## config.mk

```make
export PLATFORM = sky130hd
export DESIGN_NAME = vector_sequencer
export DESIGN_NICKNAME = d
export VERILOG_FILES = /design/src/rtl/vector_sequencer.sv
export SDC_FILE = /design/constraint.sdc
export NUM_CORES = 1
export LEC_CHECK = 0
export CORE_ASPECT_RATIO = 0.5
export CORE_MARGIN = 1.5
export CORE_UTILIZATION = 39
export CTS_BUF_LIST = sky130_fd_sc_hd__clkbuf_16
export DETAILED_ROUTE_END_ITERATION = 8
export HOLD_SLACK_MARGIN = 0.02
export PLACE_DENSITY = 0.53
export SLEW_MARGIN = 10
export SYNTH_ARGS = -nofsm -noshare
export SYNTH_HDL_FRONTEND = slang
export SYNTH_SLANG_ARGS = --single-unit
export TNS_END_PERCENT = 5
```

## constraint.sdc

```tcl
create_clock -name clk -period 4.8 [get_ports clk]
set_input_delay 1.2 -clock clk [delete_from_list [all_inputs] [get_ports clk]]
set_output_delay 1.2 -clock clk [all_outputs]
set_load 0.05 [all_outputs]
```

## src/rtl/vector_sequencer.sv

```systemverilog
// vector_sequencer
//   Loadable operand-pair stimulus source. A DEPTH-entry table of (A, B) pairs
//   is played out over a valid/ready handshake, with an optional number of
//   idle cycles after each accepted vector. Modes: single pass, continuous
//   loop, or pseudo-random pairs taken from a 16-bit Fibonacci LFSR.
//
//   Ports
//     clk, rst_n              clock, asynchronous active-low reset
//     load_en/addr/a/b        table write (only while idle)
//     mode                    00 single, 01 loop, 10 LFSR, 11 as single
//     count                   vectors per pass (clamped to DEPTH for table modes)
//     hold_cycles             idle cycles inserted after each accepted vector
//     start, stop             begin run (idle only) / abort run
//     out_a, out_b, out_valid current operand pair and its valid flag
//     out_ready               consumer accepts the current pair
//     vec_idx                 table index (LFSR: run position mod DEPTH)
//     busy, done              run in progress / one-cycle completion pulse
//   All outputs are registered.
module vector_sequencer #(
  parameter int unsigned WIDTH  = 5,
  parameter int unsigned DEPTH  = 8,
  parameter int unsigned HOLD_W = 8,
  localparam int unsigned AW    = $clog2(DEPTH),
  localparam int unsigned CW    = $clog2(DEPTH + 1)
) (
  input  logic              clk,
  input  logic              rst_n,
  input  logic              load_en,
  input  logic [AW-1:0]     load_addr,
  input  logic [WIDTH-1:0]  load_a,
  input  logic [WIDTH-1:0]  load_b,
  input  logic [1:0]        mode,
  input  logic [CW-1:0]     count,
  input  logic [HOLD_W-1:0] hold_cycles,
  input  logic              start,
  input  logic              stop,
  output logic [WIDTH-1:0]  out_a,
  output logic [WIDTH-1:0]  out_b,
  output logic              out_valid,
  input  logic              out_ready,
  output logic [AW-1:0]     vec_idx,
  output logic              busy,
  output logic              done
);

  typedef enum logic [1:0] {S_IDLE, S_PRESENT, S_HOLD, S_DONE} state_t;
  typedef enum logic [1:0] {M_SINGLE, M_LOOP, M_LFSR} run_mode_t;

  localparam logic [15:0]    LFSR_SEED = 16'hACE1;
  localparam logic [CW-1:0]  DEPTH_C   = CW'(DEPTH);
  localparam logic [AW-1:0]  IDX_MAX   = AW'(DEPTH - 1);

  state_t            state;
  run_mode_t         run_mode;
  run_mode_t         mode_dec;
  logic [WIDTH-1:0]  tab_a [DEPTH];
  logic [WIDTH-1:0]  tab_b [DEPTH];
  logic [CW-1:0]     cnt_r;
  logic [CW-1:0]     eff_count;
  logic [CW-1:0]     pos;
  logic [CW-1:0]     nxt_pos;
  logic [AW-1:0]     idx;
  logic [AW-1:0]     nxt_idx;
  logic [AW-1:0]     src_idx;
  logic [HOLD_W-1:0] hold_r;
  logic [HOLD_W-1:0] hold_cnt;
  logic [15:0]       lfsr;
  logic [15:0]       nxt_lfsr;
  logic [2*WIDTH-1:0] lf_pair;
  logic              lf_sel;
  logic              last;
  logic [WIDTH-1:0]  vec_a;
  logic [WIDTH-1:0]  vec_b;

  always_comb begin
    mode_dec = M_SINGLE;
    case (mode)
      2'b01:   mode_dec = M_LOOP;
      2'b10:   mode_dec = M_LFSR;
      default: mode_dec = M_SINGLE;
    endcase

    eff_count = count;
    if (mode_dec != M_LFSR && count > DEPTH_C)
      eff_count = DEPTH_C;

    last     = (pos == cnt_r - CW'(1));
    nxt_lfsr = {lfsr[0] ^ lfsr[2] ^ lfsr[3] ^ lfsr[5], lfsr[15:1]};

    // pos tracks run position against count; idx wraps at DEPTH so that
    // LFSR runs longer than the table still report position mod DEPTH.
    // Only loop mode ever advances past the last vector.
    if (last) begin
      nxt_pos = '0;
      nxt_idx = '0;
    end else begin
      nxt_pos = pos + CW'(1);
      nxt_idx = (idx == IDX_MAX) ? '0 : idx + AW'(1);
    end

    // Source of the vector about to be presented: vector 0 when starting,
    // the already-advanced vector when leaving HOLD, the next one otherwise.
    case (state)
      S_IDLE: begin
        src_idx = '0;
        lf_pair = LFSR_SEED[2*WIDTH-1:0];
        lf_sel  = (mode_dec == M_LFSR);
      end
      S_HOLD: begin
        src_idx = idx;
        lf_pair = lfsr[2*WIDTH-1:0];
        lf_sel  = (run_mode == M_LFSR);
      end
      default: begin
        src_idx = nxt_idx;
        lf_pair = nxt_lfsr[2*WIDTH-1:0];
        lf_sel  = (run_mode == M_LFSR);
      end
    endcase

    vec_a = lf_sel ? lf_pair[2*WIDTH-1:WIDTH] : tab_a[src_idx];
    vec_b = lf_sel ? lf_pair[WIDTH-1:0]       : tab_b[src_idx];
  end

  always_ff @(posedge clk or negedge rst_n) begin
    if (!rst_n) begin
      state     <= S_IDLE;
      run_mode  <= M_SINGLE;
      cnt_r     <= '0;
      hold_r    <= '0;
      hold_cnt  <= '0;
      pos       <= '0;
      idx       <= '0;
      lfsr      <= LFSR_SEED;
      out_a     <= '0;
      out_b     <= '0;
      out_valid <= 1'b0;
      vec_idx   <= '0;
      busy      <= 1'b0;
      done      <= 1'b0;
      for (int unsigned i = 0; i < DEPTH; i++) begin
        tab_a[i] <= '0;
        tab_b[i] <= '0;
      end
    end else begin
      done <= 1'b0;
      case (state)
        S_IDLE: begin
          if (load_en && 32'(load_addr) < DEPTH) begin
            tab_a[load_addr] <= load_a;
            tab_b[load_addr] <= load_b;
          end
          if (start && eff_count != '0) begin
            run_mode  <= mode_dec;
            cnt_r     <= eff_count;
            hold_r    <= hold_cycles;
            pos       <= '0;
            idx       <= '0;
            if (mode_dec == M_LFSR)
              lfsr <= LFSR_SEED;
            out_a     <= vec_a;
            out_b     <= vec_b;
            out_valid <= 1'b1;
            vec_idx   <= '0;
            busy      <= 1'b1;
            state     <= S_PRESENT;
          end
        end

        S_PRESENT: begin
          if (stop) begin
            state     <= S_IDLE;
            out_valid <= 1'b0;
            busy      <= 1'b0;
          end else if (out_ready) begin
            if (last && run_mode != M_LOOP) begin
              state     <= S_DONE;
              out_valid <= 1'b0;
              done      <= 1'b1;
            end else begin
              pos  <= nxt_pos;
              idx  <= nxt_idx;
              lfsr <= nxt_lfsr;
              if (hold_r != '0) begin
                state     <= S_HOLD;
                hold_cnt  <= hold_r;
                out_valid <= 1'b0;
              end else begin
                out_a   <= vec_a;
                out_b   <= vec_b;
                vec_idx <= nxt_idx;
              end
            end
          end
        end

        S_HOLD: begin
          if (stop) begin
            state     <= S_IDLE;
            out_valid <= 1'b0;
            busy      <= 1'b0;
          end else if (hold_cnt == HOLD_W'(1)) begin
            state     <= S_PRESENT;
            out_a     <= vec_a;
            out_b     <= vec_b;
            out_valid <= 1'b1;
            vec_idx   <= idx;
          end else begin
            hold_cnt <= hold_cnt - HOLD_W'(1);
          end
        end

        S_DONE: begin
          state <= S_IDLE;
          busy  <= 1'b0;
        end

        default: state <= S_IDLE;
      endcase
    end
  end

endmodule

```

# --- After elaboration in Yosys (flattened, before gate mapping) ---
# Cells that the tools add are included.
classes:
  add_sub_neg: 4
  magnitude_cmp: 4
  n_eq_ne: 26
  n_mux: 88
  bitwise_logic: 5
  reduce_logical: 20
ops:
  columns: ["op", "n"]
  rows:
  - ["5-bit 2-to-1 mux", 21]
  - ["40-bit bitwise mux", 2]
  - ["16-bit 2-to-1 mux", 5]
  - ["8-bit 2-to-1 mux", 6]
  - ["3-bit 2-to-1 mux", 12]
  - ["16-bit case mux with 2 select lines", 1]
  - ["5-bit binary-select mux with 3-bit select", 2]
  - ["5-bit case mux with 3 select lines", 2]
  - ["4-bit 2-to-1 mux", 6]
  - ["2-bit != test, second input constant", 11]
  - ["10-bit case mux with 2 select lines", 1]
  - ["8-bit case mux with 2 select lines", 1]
  - ["5-bit demux with 3-bit select", 1]
  - ["2-bit 2-to-1 mux", 7]
  - ["1-bit 2-to-1 mux", 13]
  - ["3-bit case mux with 2 select lines", 2]
  - ["2-bit equality test, second input constant", 5]
  - ["5-bit AND reduction", 2]
  - ["3-bit case mux with 3 select lines", 1]
  - ["8-bit by 1-bit equality test with 1-bit output, second input constant", 1]
  - ["4-bit >= comparator, second input constant", 2]
  - ["3-bit NOT with 4-bit output", 2]
  - ["2-bit case mux with 4 select lines", 1]
  - ["4-bit case mux with 2 select lines", 1]
  - ["27 further kinds", 39]
word_totals:
  ff_bits: 143
  inputBits: 33
  elab_cells: 177

# --- Longest topological paths before layout ---
# Gate-level depths: netlist of run 1.
depth:
  ltp_word: 14
  depth_mapped: 11

# --- Worst setup path after synthesis of run 1 ---
# OpenSTA, ideal clock, no wires.
synth_path:
  kind: "input port to flip-flop"
  from: "input count[0]"
  to: "register lfsr[1]"
  setup_time_ps: 133
  t_arrival_ps: 2742
  t_required_ps: 4667
  setup_slack_ps: 1925
  stages: 7
  path_buffers: 1
  path_cell_list: "o41ai_1 -> inv_1 -> nand2_1 -> nor2_1 -> o21ai_1 -> clkbuf_1 -> o21ai_0"
synth_between:
  elab_chain_len: 7
synth_rtl:
  columns: ["item", "line", "text"]
  rows:
  - ["start: declaration", "33", "input logic [CW-1:0] count,"]
  - ["4-bit > comparator", "84", "if (mode_dec != M_LFSR && count > DEPTH_C)"]
  - ["1-bit logical AND", "84", null]
  - ["4-bit 2-to-1 mux (*)", "84", null]
  - ["4-bit nonzero test (*)", "153", "if (start && eff_count != '0) begin"]
  - ["1-bit logical AND (*)", "153", null]
  - ["2-bit != test (no source line) (*)", null, null]
  - ["6-bit AND reduction (no source line) (*)", null, null]
  - ["end signal: assignment", "183", "lfsr <= nxt_lfsr;"]
  - ["end: declaration", "67", "logic [15:0] lfsr;"]
# Mark *: on every way between the ends. The rest lies on a longest branch, timed or not.
# A chain may end at the register's enable or synchronous reset.

# --- Final worst setup path of run 1 ---
layout_path:
  from: "register state[0]"
  to: "register out_a[3]"
layout_between:
  elab_chain_len: 12
  word_cells_on_any_way: 28
  classes_between: "9 x eq/ne; 15 x mux; 1 x bitwise; 3 x reduce/logical"
layout_rtl:
  columns: ["item", "line", "text"]
  rows:
  - ["start: declaration", "53", "state_t state;"]
  - ["start signal: assignment", "127", "state <= S_IDLE;"]
  - ["start signal: assignment", "166", "state <= S_PRESENT;"]
  - ["start signal: assignment", "172", "state <= S_IDLE;"]
  - ["2-bit equality test / 2-bit logical NOT (equally long branches)", "103, 147", null]
  - ["3-bit case mux with 2 select lines", "103", "case (state)"]
  - ["3-bit NOT with 4-bit output (not written as such)", "121", "vec_a = lf_sel ? lf_pair[2*WIDTH-1:WIDTH] : tab_a[src_idx];"]
  - ["5-bit binary-select mux with 3-bit select", "121", null]
  - ["5-bit 2-to-1 mux (not written as such) (2 in a row)", "121", null]
  - ["5-bit 2-to-1 mux", "121", null]
  - ["5-bit 2-to-1 mux", "184", "if (hold_r != '0) begin"]
  - ["5-bit 2-to-1 mux", "176", "if (last && run_mode != M_LOOP) begin"]
  - ["5-bit 2-to-1 mux", "175", "end else if (out_ready) begin"]
  - ["5-bit 2-to-1 mux", "171", "if (stop) begin"]
  - ["5-bit case mux with 3 select lines", "147", "case (state)"]
  - ["end signal: assignment", "161", "out_a <= vec_a;"]
  - ["end signal: assignment", "189", "out_a <= vec_a;"]
  - ["end signal: assignment", "204", "out_a <= vec_a;"]
  - ["end: declaration", "37", "output logic [WIDTH-1:0] out_a,"]
# Parallel ways exist; a longest one is shown, timed or not. The select of a mux whose other input is x is not followed.

==> flow_metrics.tcl, run 1 <==
set metrics [dict create \
    post_cts_buffers 0 \
    fin_total_pwr_mw 7.51 \
    max_freq_mhz 288 \
    dr.first_iter.drc_count 407 \
    synth_simple_gate_area_share_pct 9.67 \
    synth_top_area_share_pct 43.4 \
    wl_per_cell_um 19.7 \
    synth_xor_xnor_area_share_pct 1.09 \
    grt_max_degree 100 \
    hpwl_um 13900 \
    dp_slack_ps 1000 \
    hold_end "lfsr[13]" \
    port_buffers 48 \
    period_share_pct 72.4 \
    min_path_type "flop to flop" \
    fin_skew_ps 7.29 \
    routed_wl_um 21100 \
    synthesis.nets 794 \
    htreeDepth 4 \
    cts.reportedPaths.clkPinSlew_ps 60 \
    switchingPower_mw 3.26 \
    root_buffer "clkbuf_16" \
    clk_path_buf_depth 2 \
    die_w_um 203 \
    die_area_um2 20900 \
    cts_resized 0 \
    synth_commonest_cells "dfrtp_1 (135), mux2_2 (89), nand2_1 (85), o21ai_0 (71), a21oi_1 (45)" \
    cts_made_buffers 17 \
    reg2reg_from "state[0]" \
    rr_worst_depth 9 \
    worstMarginPinSlew_ps 946 \
    fin_ws_ps 1330 \
    whs_path_depth 2 \
    synth_top_family_by_area "compound AO/OA/AOI/OAI gates" \
    final_core_util_pct 47.1 \
    antenna_found_initial 0 \
    syn_inst 751 \
    startpoint "state[0]" \
    holdWs_ps 485 \
    synth_compound_area_share_pct 22.6 \
    routabilityCongestion 0.804 \
    synthTopCellsByArea "dfrtp_1 (43%), mux2_2 (13%), o21ai_0 (4.6%)" \
    start_kind "flop" \
    finalHoldViolations 0 \
    antennaDiodeCount 0 \
    cts_tree "done" \
    leakagePower_nw 3.67 \
    worstPathArrival_ps 3770 \
    clockPowerShare_pct 18.4 \
    required_ps 5090 \
    drive_above_1_share_pct 21.9 \
    final_nets 839 \
    syn_avg_cell_area_um2 10.4 \
    boundaryPins 49 \
    synth_edf_count 0 \
    n_fill_cell 1831 \
    via_per_inst 5.69 \
    yosysSeqAreaShare_pct 46.1 \
    crit_path_end_kind "flop" \
    setup-tns-final_ps 0 \
    synthArstFlopShare_pct 100 \
    grt_util_all_layers_pct 21.3 \
    vdd_ir_drop_max_v 0.000253 \
    hp-start "lfsr[13]" \
    min_period_ps 3470 \
    synthAdderAreaFrac_pct 1.61 \
    insertion_delay_ps 420 \
    rr_endpoint "out_a[3]" \
    antenna_left 0 \
    vias 6114 \
    slew_headroom_pct 36.9 \
    syn_to_final_growth_pct 18.0 \
    ctsHoldBuffers 0 \
    r2r_slack_ps 1330 \
    powerDensity_nw_per_um2 817 \
    die_height_um 103 \
    ys_types 61 \
    synthMuxAreaShare_pct 15.8 \
    grt_overflow 0 \
    grt_first_pass_wirelength_um 33700 \
    critical_path_class "flop to flop" \
    netSwitchingFraction_pct 43.3 \
    setup_viol 0 \
    drc 0 \
    power_frac_comb_pct 50.4 \
    core_area_um2 19500 \
    yosys.cell_count.top_type "dfrtp_1" \
    intPower_mw 4.26 \
    synth_ff_type "dfrtp_1" \
    grt_pass1_vias 5889 \
    cts.sinks 143 \
    power.share.sequential_pct 31.2 \
    worstPathMaxFanout 13 \
    num_rows 36 \
    initial_core_util_pct 39.9 \
    rsz0062_at_grt "no" \
    yosys.area.top_type "dfrtp_1" \
    drt_pre_antenna_iters 5 \
    cap_violations 0 \
    ys.warnings.count 0 \
    slew_viol_final 0 \
    ys_ff_latch 143 \
    status "completed" \
    netlist_area_um2 7790 \
]
==> how the worst max path moves through the flow <==
stage / to / slack (ps) / cells after the start
2_1_floorplan: lfsr[1] / 1930 / 7
3_3_place_gp: out_b[2] / 1130 / 7
3_5_place_dp: out_b[2] / 1000 / 7
4_1_cts: out_a[3] / 1330 / 9
5_1_grt: out_b[4] / 1130 / 9
6_report: out_a[3] / 1330 / 9
==> layout make-up <==
type                            count  area, µm²  area share [%]
Multi-Input combinational cell    549       3960            43.1
Sequential cell                   143       3590            39.0
Timing Repair Buffer               72        662            7.20
Clock buffer                       17        425            4.63
Tap cell                          266        333            3.62
Clock inverter                     15        175            1.91
Inverter                           13       48.8           0.531
==> cells in the final DEF, fill, tap and decap left out, types with 4 or more instances in the layout <==
cell	instances
nand3_1	13
buf_4	24
o211ai_1	6
o21ai_0	71
nand2b_1	5
ha_1	9
xnor2_1	4
nor2_1	29
clkbuf_16	17
o21a_1	7
o31ai_1	4
o22ai_1	33
a211oi_1	35
o41ai_2	9
bufinv_16	4
a22oi_1	6
dfstp_2	8
dfrtp_1	134
nor3_1	5
inv_1	13
clkdlybuf4s50_1	47
a21oi_1	45
mux2_1	4
a221oi_2	4
o2bb2ai_1	12
nor2b_1	7
mux2i_1	18
o21ai_1	4
mux2_2	89
clkinv_1	6
nand2_1	85
or4_1	4
==> sequential cells by signal, summed over array words and instances, names as in the netlist <==
name / cells
run_mode: 2
cnt_r: 4
lfsr: 16
pos: 4
vec_idx: 3
hold_cnt: 8
tab_a: 40
idx: 3
hold_r: 8
out_valid: 1
tab_b: 40
done: 1
state: 2
out_b: 5
out_a: 5
busy: 1
==> power groups by stage <==
stage / sequential [mW] / combinational (mW) / clock (mW)
2_1_floorplan: 2.42 / 2.69 / 0
3_3_place_gp: 2.34 / 3.70 / 0
3_5_place_dp: 2.36 / 3.77 / 0
4_1_cts: 2.34 / 3.79 / 1.41
5_1_grt: 2.43 / 4.18 / 1.47
6_report: 2.35 / 3.79 / 1.38
==> layer usage <==
metal	track usage (%)	share of wire, %
met5	0	0
met4	6.44	1.5
met3	3.60	4.0
met2	34.1	46
met1	29.9	49
==> logic make-up (layout without fill, tap and decap cells) <==
kind of cell,Yosys count,after routing
AO/OA/AOI/OAI,256,256
XOR/XNOR,8,8
adder cells (fa/ha/maj),10,10
buffers and inverters,59,117
flip-flops,143,143
multiplexers,111,111
AND/OR/NAND/NOR,164,164
==> worst max-delay path, stage by stage, from the launching register on <==
cell and delay [ps]:
dfrtp_1 410, inv_1 80, ha_1 290, buf_4 230, nor2_1 640, nand2_1 140, o21ai_2 680, nand2_2 300
a211oi_1 430, o41ai_2 140
==> through the flow <==
stage               instances  instance area (µm²)
global placement         1043                 8590
floorplan                 751                 7790
global route             1075                 9190
detailed placement       1043                 8590
CTS                      1075                 9190
finish                   1075                 9190
Note: power is estimated with default switching activity, not from simulation.
==> inputs of run 2 (changes only) <==
PLACE_DENSITY = 0.55   (was 0.53)
clock period = 2.8 ns   (was 4.8 ns; I/O delays follow)
==> run 2 against run 1 <==
Compared with the run above:
- first-iteration DRC count is 11% higher
- power is 78% higher
- count of clock-buffer cells in the layout stayed put
- cell count is 3.3% higher
- sequential share of layout area is 1.6 points lower
- critical path type unchanged
- largest cell class unchanged
- largest power group unchanged
- highest routed layer unchanged
==> flow_metrics.tcl, run 2 (synthesized netlist as in run 1, its figures left out) <==
set metrics [dict create \
    cts_tree "done" \
    drc 0 \
    routed_wl_um 21300 \
    cts.reportedPaths.clkPinSlew_ps 60 \
    setup_viol 0 \
    max_freq_mhz 371 \
    min_period_ps 2700 \
    multi_input_area_um2 4000 \
    via_per_inst 5.63 \
    final_core_util_pct 49.1 \
    netSwitchingFraction_pct 42.6 \
    powerDensity_nw_per_um2 1400 \
    cts.sinks 143 \
    dr.first_iter.drc_count 453 \
    dp_slack_ps -154 \
    drt_pre_antenna_iters 5 \
    drive_above_1_share_pct 25.8 \
    grt_max_degree 55 \
    layout_common_cells "dfrtp_1 (134), mux2_2 (89), nand2_1 (82)" \
    antenna_found_initial 0 \
    grt_util_all_layers_pct 21.5 \
    n_fill_cell 1791 \
    status "completed" \
    top_layer "met4" \
    antenna_left 0 \
    slew_viol_final 0 \
    period_share_pct 96.3 \
    worstMarginPinSlew_ps 711 \
    die_w_um 203 \
    die_area_um2 20900 \
    regArea_um2 3590 \
    min_path_type "primary input to asynchronous set/reset pin" \
    final_nets 875 \
    required_ps 3100 \
    syn_to_final_growth_pct 22.9 \
    fin_ws_ps 104 \
    routabilityCongestion 0.802 \
    power_frac_comb_pct 53.3 \
    clk_path_buf_depth 2 \
    setup-tns-final_ps 0 \
    initial_core_util_pct 39.9 \
    slew_headroom_pct 52.6 \
    power.share.sequential_pct 30.2 \
    holdWs_ps 230 \
    die_height_um 103 \
    antennaDiodeCount 0 \
    clockPowerShare_pct 16.5 \
    cap_violations 0 \
    grt_first_pass_wirelength_um 34300 \
    rr_worst_depth 11 \
    critical_path_class "flop to flop" \
    worstPathArrival_ps 3000 \
    vdd_ir_drop_max_v 0.000444 \
    boundaryPins 49 \
    leakagePower_nw 3.90 \
    finalHoldViolations 0 \
    reg.largest.list "tab_a (40), tab_b (40), lfsr (16)" \
    drt-met1-wl_um 10400 \
    port_buffers 48 \
    startpoint "cnt_r[0]" \
    met2_length_um 9360 \
    route.met3.wl_um 1240 \
    htreeDepth 4 \
    grt_overflow 0 \
    start_kind "flop" \
    core_area_um2 19500 \
    layout_commonest_cell "dfrtp_1" \
    cts_made_buffers 17 \
    fin_skew_ps 9.73 \
    root_buffer "clkbuf_16" \
    vias 6252 \
    crit_path_end_kind "flop" \
    insertion_delay_ps 430 \
    wl_per_cell_um 19.1 \
    switchingPower_mw 5.71 \
    intPower_mw 7.69 \
    reg2reg_from "cnt_r[0]" \
    hpwl_um 14100 \
    grt_pass1_vias 6186 \
    num_rows 36 \
    worstPathMaxFanout 8 \
]
==> run 2: metal layers <==
layer | vias to the layer above | global-route usage, %
met2 | 182 | 33.7
met1 | 3075 | 29.1
met3 | 29 | 5.97
met5 | - | 0
met4 | 0 | 6.72
li1 | 2966 | -
==> run 2: worst paths after layout <==
kind	end	slack (ps)
hold reg to reg	lfsr[13]	480
min in group clk	lfsr[13]	480
setup / recovery	out_b[0]	100
hold / removal	tab_b[35]	230
setup reg to reg	out_b[0]	100
max in group asynchronous	lfsr[7]	1910
==> run 2: critical path, stage by stage (launching register included) <==
cell      delay [ps]
dfrtp_1          380
inv_1             60
ha_1             140
xor3_1           440
nor3_4           330
nand2_4          130
a32oi_2          270
buf_4            240
nand2_2          130
a211oi_1         250
buf_4            150
o41ai_2           50
==> run 2: area by class of cell <==
type,count,area share (%)
well taps,266,3.48
clock inverters,15,1.53
inverters,13,0.510
clock buffers,17,4.44
flip-flops and latches,143,37.5
repair buffers,108,10.8
multi-input cells,549,41.8
==> run 2: timing repair <==
item | 4_1_cts | 5_1_grt
hold buffers | 0 | 0
setup buffers | 0 | 2
endpoints found under the setup margin | 8 | 10
pin swaps | 2 | 2
resized for setup | 0 | 8
==> run 2: per-stage QoR <==
step                      power [mW]  cell area, µm²  cells
after floorplan                 8.74            7790    751
after global placement          10.9            8930   1077
after detailed placement        11.0            8930   1077
after CTS                       13.3            9510   1109
after global routing            14.4            9570   1111
final                           13.4            9570   1111
==> run 2: power by group through the flow <==
stage                     combinational [mW]  sequential, mW  clock [mW]
after floorplan                         4.60            4.14           0
after global placement                  6.86            4.03           0
after detailed placement                6.96            4.05           0
after CTS                               7.02            4.02        2.27
after global routing                    7.84            4.17        2.37
final                                   7.14            4.04        2.22
